<file path="src/rtl/avalon_st_pkt_arbiter_if.sv">
// Avalon-ST stream bundle shared by the packet arbiter's inputs and output.
// The source drives the master side; the sink drives rdy back from the slave side.
interface avalon_st_if #(
    parameter int DATA_WIDTH_IN_BYTES = 16
);
    localparam int EMPTY_W =
        (DATA_WIDTH_IN_BYTES > 1) ? $clog2(DATA_WIDTH_IN_BYTES) : 1;

    logic [DATA_WIDTH_IN_BYTES*8-1:0] data;
    logic [EMPTY_W-1:0]               empty;
    logic                             valid;
    logic                             rdy;
    logic                             sop;
    logic                             eop;

    modport master (
        output data,
        output empty,
        output valid,
        output sop,
        output eop,
        input  rdy
    );

    modport slave (
        input  data,
        input  empty,
        input  valid,
        input  sop,
        input  eop,
        output rdy
    );
endinterface

</file>
<file path="src/rtl/avalon_st_pkt_arbiter.sv">
// Two-input round-robin Avalon-ST arbiter with packet-level grants,
// stray-beat discard in IDLE and per-source wrapping packet counters.
module avalon_st_pkt_arbiter #(
    parameter int DATA_WIDTH_IN_BYTES = 16,
    parameter int CNT_WIDTH           = 16
) (
    input  logic                 clk,
    input  logic                 rst,
    avalon_st_if.slave           in_a,
    avalon_st_if.slave           in_b,
    avalon_st_if.master          arb_msg,
    output logic                 grant_a,
    output logic                 grant_b,
    output logic [1:0]           drop_indi,
    output logic [CNT_WIDTH-1:0] pkt_cnt_a,
    output logic [CNT_WIDTH-1:0] pkt_cnt_b
);
    localparam int DW = DATA_WIDTH_IN_BYTES * 8;

    typedef enum logic [1:0] {
        IDLE    = 2'd0,
        GRANT_A = 2'd1,
        GRANT_B = 2'd2
    } state_t;

    state_t  state;
    state_t  state_nxt;
    logic    last_grant;
    logic    req_a;
    logic    req_b;
    logic    fire_a;
    logic    fire_b;
    logic [DW-1:0] data_mux;

    assign req_a = in_a.valid & in_a.sop;
    assign req_b = in_b.valid & in_b.sop;

    assign grant_a = (state == GRANT_A);
    assign grant_b = (state == GRANT_B);

    assign arb_msg.data = data_mux;

    always_comb begin
        state_nxt     = state;
        data_mux      = '0;
        arb_msg.empty = '0;
        arb_msg.valid = 1'b0;
        arb_msg.sop   = 1'b0;
        arb_msg.eop   = 1'b0;
        in_a.rdy      = 1'b0;
        in_b.rdy      = 1'b0;
        drop_indi     = 2'b00;
        fire_a        = 1'b0;
        fire_b        = 1'b0;

        unique case (state)
            IDLE: begin
                // Non-SOP beats between packets are swallowed here
                drop_indi[0] = in_a.valid & ~in_a.sop;
                drop_indi[1] = in_b.valid & ~in_b.sop;
                in_a.rdy     = drop_indi[0];
                in_b.rdy     = drop_indi[1];
                if (req_a && (!req_b || last_grant)) begin
                    state_nxt = GRANT_A;
                end else if (req_b) begin
                    state_nxt = GRANT_B;
                end
            end
            GRANT_A: begin
                data_mux      = in_a.data;
                arb_msg.empty = in_a.empty;
                arb_msg.valid = in_a.valid;
                arb_msg.sop   = in_a.sop;
                arb_msg.eop   = in_a.eop;
                in_a.rdy      = arb_msg.rdy;
                fire_a = in_a.valid & in_a.eop & arb_msg.rdy;
                if (fire_a) begin
                    state_nxt = IDLE;
                end
            end
            GRANT_B: begin
                data_mux      = in_b.data;
                arb_msg.empty = in_b.empty;
                arb_msg.valid = in_b.valid;
                arb_msg.sop   = in_b.sop;
                arb_msg.eop   = in_b.eop;
                in_b.rdy      = arb_msg.rdy;
                fire_b = in_b.valid & in_b.eop & arb_msg.rdy;
                if (fire_b) begin
                    state_nxt = IDLE;
                end
            end
            default: begin
                state_nxt = IDLE;
            end
        endcase

        // Nothing is accepted or dropped while reset is held
        if (rst) begin
            in_a.rdy  = 1'b0;
            in_b.rdy  = 1'b0;
            drop_indi = 2'b00;
            fire_a    = 1'b0;
            fire_b    = 1'b0;
        end
    end

    always_ff @(posedge clk or posedge rst) begin
        if (rst) begin
            state      <= IDLE;
            last_grant <= 1'b1;
            pkt_cnt_a  <= '0;
            pkt_cnt_b  <= '0;
        end else begin
            state <= state_nxt;
            if (fire_a) begin
                last_grant <= 1'b0;
                pkt_cnt_a  <= pkt_cnt_a + 1'b1;
            end
            if (fire_b) begin
                last_grant <= 1'b1;
                pkt_cnt_b  <= pkt_cnt_b + 1'b1;
            end
        end
    end
endmodule

</file>
<file path="src/flat_wrapper.sv">
// flat-port wrapper written by rule: the top's interface ports become plain ports
module avalon_st_pkt_arbiter_flat 
#(
    parameter int DATA_WIDTH_IN_BYTES = 16,
    parameter int CNT_WIDTH           = 16
)
  (clk, rst, grant_a, grant_b, drop_indi, pkt_cnt_a, pkt_cnt_b, in_a_data, in_a_empty, in_a_valid, in_a_sop, in_a_eop, in_a_rdy, in_b_data, in_b_empty, in_b_valid, in_b_sop, in_b_eop, in_b_rdy, arb_msg_data, arb_msg_empty, arb_msg_valid, arb_msg_sop, arb_msg_eop, arb_msg_rdy);
  avalon_st_if #(.DATA_WIDTH_IN_BYTES(DATA_WIDTH_IN_BYTES)) in_a_i ();
  avalon_st_if #(.DATA_WIDTH_IN_BYTES(DATA_WIDTH_IN_BYTES)) in_b_i ();
  avalon_st_if #(.DATA_WIDTH_IN_BYTES(DATA_WIDTH_IN_BYTES)) arb_msg_i ();
  input  logic clk;
  input  logic rst;
  output logic grant_a;
  output logic grant_b;
  output logic [1:0] drop_indi;
  output logic [CNT_WIDTH-1:0] pkt_cnt_a;
  output logic [CNT_WIDTH-1:0] pkt_cnt_b;
  input wire logic [$bits(in_a_i.data)-1:0] in_a_data;
  input wire logic [$bits(in_a_i.empty)-1:0] in_a_empty;
  input wire logic [$bits(in_a_i.valid)-1:0] in_a_valid;
  input wire logic [$bits(in_a_i.sop)-1:0] in_a_sop;
  input wire logic [$bits(in_a_i.eop)-1:0] in_a_eop;
  output wire logic [$bits(in_a_i.rdy)-1:0] in_a_rdy;
  input wire logic [$bits(in_b_i.data)-1:0] in_b_data;
  input wire logic [$bits(in_b_i.empty)-1:0] in_b_empty;
  input wire logic [$bits(in_b_i.valid)-1:0] in_b_valid;
  input wire logic [$bits(in_b_i.sop)-1:0] in_b_sop;
  input wire logic [$bits(in_b_i.eop)-1:0] in_b_eop;
  output wire logic [$bits(in_b_i.rdy)-1:0] in_b_rdy;
  output wire logic [$bits(arb_msg_i.data)-1:0] arb_msg_data;
  output wire logic [$bits(arb_msg_i.empty)-1:0] arb_msg_empty;
  output wire logic [$bits(arb_msg_i.valid)-1:0] arb_msg_valid;
  output wire logic [$bits(arb_msg_i.sop)-1:0] arb_msg_sop;
  output wire logic [$bits(arb_msg_i.eop)-1:0] arb_msg_eop;
  input wire logic [$bits(arb_msg_i.rdy)-1:0] arb_msg_rdy;
  assign in_a_i.data = in_a_data;
  assign in_a_i.empty = in_a_empty;
  assign in_a_i.valid = in_a_valid;
  assign in_a_i.sop = in_a_sop;
  assign in_a_i.eop = in_a_eop;
  assign in_a_rdy = in_a_i.rdy;
  assign in_b_i.data = in_b_data;
  assign in_b_i.empty = in_b_empty;
  assign in_b_i.valid = in_b_valid;
  assign in_b_i.sop = in_b_sop;
  assign in_b_i.eop = in_b_eop;
  assign in_b_rdy = in_b_i.rdy;
  assign arb_msg_data = arb_msg_i.data;
  assign arb_msg_empty = arb_msg_i.empty;
  assign arb_msg_valid = arb_msg_i.valid;
  assign arb_msg_sop = arb_msg_i.sop;
  assign arb_msg_eop = arb_msg_i.eop;
  assign arb_msg_i.rdy = arb_msg_rdy;
  avalon_st_pkt_arbiter #(.DATA_WIDTH_IN_BYTES(DATA_WIDTH_IN_BYTES), .CNT_WIDTH(CNT_WIDTH)) u_core (.clk(clk), .rst(rst), .in_a(in_a_i), .in_b(in_b_i), .arb_msg(arb_msg_i), .grant_a(grant_a), .grant_b(grant_b), .drop_indi(drop_indi), .pkt_cnt_a(pkt_cnt_a), .pkt_cnt_b(pkt_cnt_b));
endmodule
</file>
<file path="config.mk">
export PLATFORM = sky130hd
export DESIGN_NAME = avalon_st_pkt_arbiter_flat
export DESIGN_NICKNAME = d
export VERILOG_FILES = /design/src/rtl/avalon_st_pkt_arbiter_if.sv /design/src/rtl/avalon_st_pkt_arbiter.sv /design/src/flat_wrapper.sv
export SDC_FILE = /design/constraint.sdc
export NUM_CORES = 1
export LEC_CHECK = 0
export CAP_MARGIN = 15
export CORE_AREA = 8 8 165 167
export CTS_CLUSTER_SIZE = 14
export DETAILED_ROUTE_END_ITERATION = 10
export DIE_AREA = 0 0 173 175
export HOLD_SLACK_MARGIN = 0.15
export RECOVER_POWER = 100
export SYNTH_ARGS = -nofsm -noshare
export SYNTH_HDL_FRONTEND = slang
export SYNTH_SLANG_ARGS = --single-unit
</file>
<file path="constraint.sdc">
create_clock -name clk -period 2.1 [get_ports clk]
set_clock_uncertainty 0.15 [all_clocks]
set_input_delay 0.42 -clock clk [delete_from_list [all_inputs] [get_ports clk]]
set_output_delay 0.42 -clock clk [all_outputs]
set_load 0.05 [all_outputs]
</file>
# --- Word level (Yosys, flattened, before mapping) ---
# Cells that the tools add are included.
totals:
  input_bits: 273
  output_inout_bits: 173
  elab_cells: 49
  regBits: 35
classes:
  add_sub_neg: 2
  eq_ne: 5
  n_bitwise: 10
  mux: 22
  n_reduce_logical: 6
ops:
  columns: ["cell", "n"]
  rows:
  - ["$pmux 128 s2", 1]
  - ["$add 16x1->16 const B", 2]
  - ["$mux 2", 6]
  - ["$pmux 1 s2", 5]
  - ["$and 1x1->1", 8]
  - ["$mux 1", 8]
  - ["$pmux 4 s2", 1]
  - ["$pmux 2 s3", 1]
  - ["$ne 2x1->1 const B", 2]
  - ["$ne 3x1->1 const B", 1]
  - ["$reduce_and 3->1", 1]
  - ["$eq 2x1->1 const B", 1]
  - ["$eq 2x2->1 const B", 1]
  - ["$logic_not 2->1", 1]
  - ["$not 1->1", 2]
  - ["$reduce_bool 2->1", 1]
  - ["$logic_and 1x1->1", 1]
  - ["$logic_not 1->1", 1]
  - ["$logic_or 1x1->1", 1]

# --- Logic depth before layout (Yosys ltp) ---
logic_depth:
  ltp_word: 6
  depth_mapped: 7
  mapped_depth_nobuf: 6

# --- Worst setup path after synthesis ---
# No wires, ideal clock.
synth_timing:
  kind: "register to output"
  start: "register u_core.state[0]"
  end: "output port in_a_rdy"
  setup_slack_ps: -1107
  stages_incl_launch_ff: 5
  t_required_ps: 1530
  arrival_ps: 2637
  path_buffers: 0
  path_cell_list: "dfrtp_1 inv_1 ha_1 nor4bb_1 a21o_1"
synth_via:
  elab_chain_len: 3
  word_cells_on_any_way: 4
  classes_between: "eq/ne: 1; mux: 2; reduce/logical: 1"
synth_rtl:
  columns: ["item", "line_no", "text"]
  rows:
  - ["from (decl)", "avalon_st_pkt_arbiter.sv:26", "state_t state;"]
  - ["from (signal assigned)", "avalon_st_pkt_arbiter.sv:115", "state <= state_nxt;"]
  - ["$eq 2x1->1 / $logic_not 2->1 (equally long branches)", "avalon_st_pkt_arbiter.sv:56", "unique case (state)"]
  - ["$pmux 1 s2 *", "avalon_st_pkt_arbiter.sv:56", null]
  - ["$mux 1 *", "avalon_st_pkt_arbiter.sv:99", "if (rst) begin"]
  - ["to (decl)", "flat_wrapper.sv:23", "output wire logic [$bits(in_a_i.rdy)-1:0] in_a_rdy;"]
# Mark *: on every way between the ends. The rest lies on a longest branch, timed or not.

# --- Worst setup path after layout ---
layout_timing:
  start: "register u_core.state[1]"
  end: "output port arb_msg_data[24]"
layout_via:
  elab_chain_len: 2
  word_cells_on_any_way: 3
  classes_between: "eq/ne: 2; mux: 1"
layout_rtl:
  columns: ["item", "line_no", "text"]
  rows:
  - ["$eq 2x2->1 / $eq 2x1->1 (equally long branches)", "avalon_st_pkt_arbiter.sv:56", null]
  - ["$pmux 128 s2 *", "avalon_st_pkt_arbiter.sv:56", null]
  - ["to (decl)", "flat_wrapper.sv:30", "output wire logic [$bits(arb_msg_i.data)-1:0] arb_msg_data;"]
# Marked as above.

==> impl_metrics.tcl <==
set metrics [dict create \
    grt_util_all_layers 0.163 \
    place_hpwl_mm 21.5 \
    syn_to_final_growth_pct 227 \
    vdd_ir_drop_max_uv 765 \
    layout_commonest_cell "clkdlybuf4s50_1" \
    drt_iter0_drc 265 \
    max-slew-margin-rel 0.458 \
    syn-mean-instance-area_um2 8.16 \
    period_needed_ns 2.37 \
    cts_tree "yes" \
    setup_ws_ns -0.270 \
    arrival_ns 1.80 \
    worstSetupPathType "flop to output port" \
    synth_area_mm2 0.00378 \
    synth-seq-cells 35 \
    fin_util 0.501 \
    rsz0062_at_grt "yes" \
    holdPathEnd "u_core.last_grant" \
    synth_flop_cell "dfrtp_1" \
    power_density_mw_per_mm2 1560 \
    grt_pass1_wl_mm 38.8 \
    final_cell_mix "clkdlybuf4s50_1, buf_12, nor2b_4" \
    syn-num-nets 741 \
    syn_inst 463 \
    pwr-share-clk 0.038 \
    drive_above_1_share 0.472 \
    die_h_um 175 \
    grt_max_degree 56 \
    grt_pass1_vias 6097 \
    min_from "u_core.last_grant" \
    violations "negative setup slack" \
    p_sw_w 0.00863 \
    totalWireLength_mm 26.9 \
    setup_violations 138 \
    ant_nets 0 \
    num_vias 5700 \
    clkLatencyLatePin_ns 0.28 \
    drv_cap 0 \
    cts_hold_buf 0 \
    first_pass_iters 5 \
    synth_edf_count 0 \
    seq_area_um2 877 \
    power_frac_seq 0.042 \
    p_int_w 0.0107 \
    cp-end-kind "output port" \
    start_util 0.153 \
    hold_depth 2 \
    fin_setup_tns_ns -29.81 \
    worst_r2r_path_depth 8 \
    start_kind "flop" \
    multi_input_area_mm2 0.00411 \
    r2r_start "u_core.state[1]" \
    hold_viol_final 0 \
    top_layer_used "met4" \
    htree_levels 2 \
    viasPerCell 4.45 \
    yosysWarnings 0 \
    drt-met1-wl_mm 10.0 \
    hold_path.class "flop to flop" \
    outcome "finished, violations left" \
    slew_violations 0 \
    gp_congestion 0.804 \
    swShare 0.447 \
    final_nets 1228 \
    grt_overflow 0 \
    die_area_mm2 0.0303 \
    cts_buffers 5 \
    seq_area_frac_synth 0.232 \
    die_w_um 173 \
    synth.distinct_cells 38 \
    crit_fanout 6 \
    num_rows 58 \
    cts_max_path_buffers 2 \
    root_buffer "clkbuf_16" \
    holdWs_ns 0.317 \
    r2r_slack_ns -0.01 \
    portBuffers 445 \
    dr_wl_met3_mm 2.25 \
    r2r_end "u_core.pkt_cnt_a[8]" \
    n_fill_cell 2190 \
    worst_pin_slew_ns 0.812 \
    wl_met2_mm 14.2 \
    io_pins 446 \
    combPwrFrac 0.920 \
    drc 0 \
    fmax_ghz 0.422 \
    antenna_found_initial 1 \
    cts_num_sinks 35 \
    postSynth.asyncResetShare 1.00 \
    timing.final.crit_share 1.13 \
    worstPathRequired_ns 1.53 \
    cellLeakagePower_nw 4.60 \
    core-area_mm2 0.0247 \
    wl_per_cell_um 20.9 \
    clk_pin_slew_ns 0.05 \
]
worst max-delay path, stage by stage (launching register included):
cell       delay, ns
dfrtp_1         0.41
inv_2           0.09
ha_4            0.31
buf_12          0.13
buf_12          0.13
clkbuf_16       0.15
nor2b_4         0.15
buf_12          0.14
cells by family after synthesis:
| logic type | synth area share |
|---|---|
| AOI/OAI and AO/OA | 0.283 |
| adders and majority gates | 0.0166 |
| and+or+nand+nor | 0.341 |
| buffers and inverters | 0.0500 |
| DFF | 0.232 |
| muxes | 0.00596 |
| xor gates and xnor gates | 0.0715 |
worst max path at each step:
stage / cells after the start / endpoint / slack, ns / from
2_1_floorplan: 4 / in_a_rdy / -0.03 / u_core.state[0]
3_5_place_dp: 5 / drop_indi[1] / -0.10 / rst
3_3_place_gp: 5 / drop_indi[1] / -0.10 / rst
4_1_cts: 6 / arb_msg_data[63] / -0.27 / u_core.state[1]
6_report: 7 / arb_msg_data[24] / -0.27 / u_core.state[1]
5_1_grt: 6 / arb_msg_data[74] / -0.34 / u_core.state[1]
metal layers:
metal	vias to the layer above	track usage
met3	26	0.0540
met1	2684	0.180
met4	0	0.0345
met2	313	0.299
li1	2677	-
met5	-	0
power by group through the flow:
stage	Combinational, W	Clock, W	Sequential, W
floorplan	0.00913	0	0.000928
global placement	0.0153	0	0.000827
detailed placement	0.0154	0	0.000829
CTS	0.0175	0.000755	0.000817
global route	0.0185	0.000782	0.000822
finish	0.0178	0.000737	0.000815
synthesized netlist by cell type, types with 3 or more instances:
master	number	area, um^2
and3_1	4	25.0
xnor2_1	21	184
dfrtp_1	34	851
clkbuf_1	31	116
and4_1	4	35.0
xor2_1	8	70.1
inv_1	3	11.3
nand3_1	13	65.1
ha_1	5	62.6
nand4_1	7	43.8
nor2_1	3	11.3
a22oi_1	135	1010
nand2_1	16	60.1
buf_1	7	26.3
nor2b_1	135	845
buf_2	7	35.0
stage by stage:
stage	setup WS, ns	cell area, um^2	total power (W)	std cells
finish	-0.270	12400	0.0193	1282
global route	-0.336	12400	0.0201	1282
CTS	-0.274	12300	0.0191	1273
detailed placement	-0.102	11400	0.0162	1243
global placement	-0.101	11400	0.0162	1243
floorplan	-0.0269	5020	0.0101	463
flip-flops by register name (all words and copies together), names as in the netlist:
signal / count
u_core.pkt_cnt_b: 16
u_core.last_grant: 1
u_core.pkt_cnt_a: 16
u_core.state: 2
area by class of cell:
cell class	count	share of cell area
Timing Repair Buffer	525	0.549
Multi-Input combinational cell	380	0.333
Sequential cell	35	0.0710
Tap cell	330	0.0334
Clock buffer	5	0.0101
Clock inverter	3	0.00192
Inverter	3	0.000912
Antenna cell	1	0.000203
timing repair:
action | in CTS | in global routing
setup endpoints to repair | 139 | 141
gates resized for setup | 80 | 27
gates cloned | 8 | 6
buffers inserted | 14 | 4
pin swaps | 3 | 8
No activity file was read; power rests on OpenSTA's default activity.
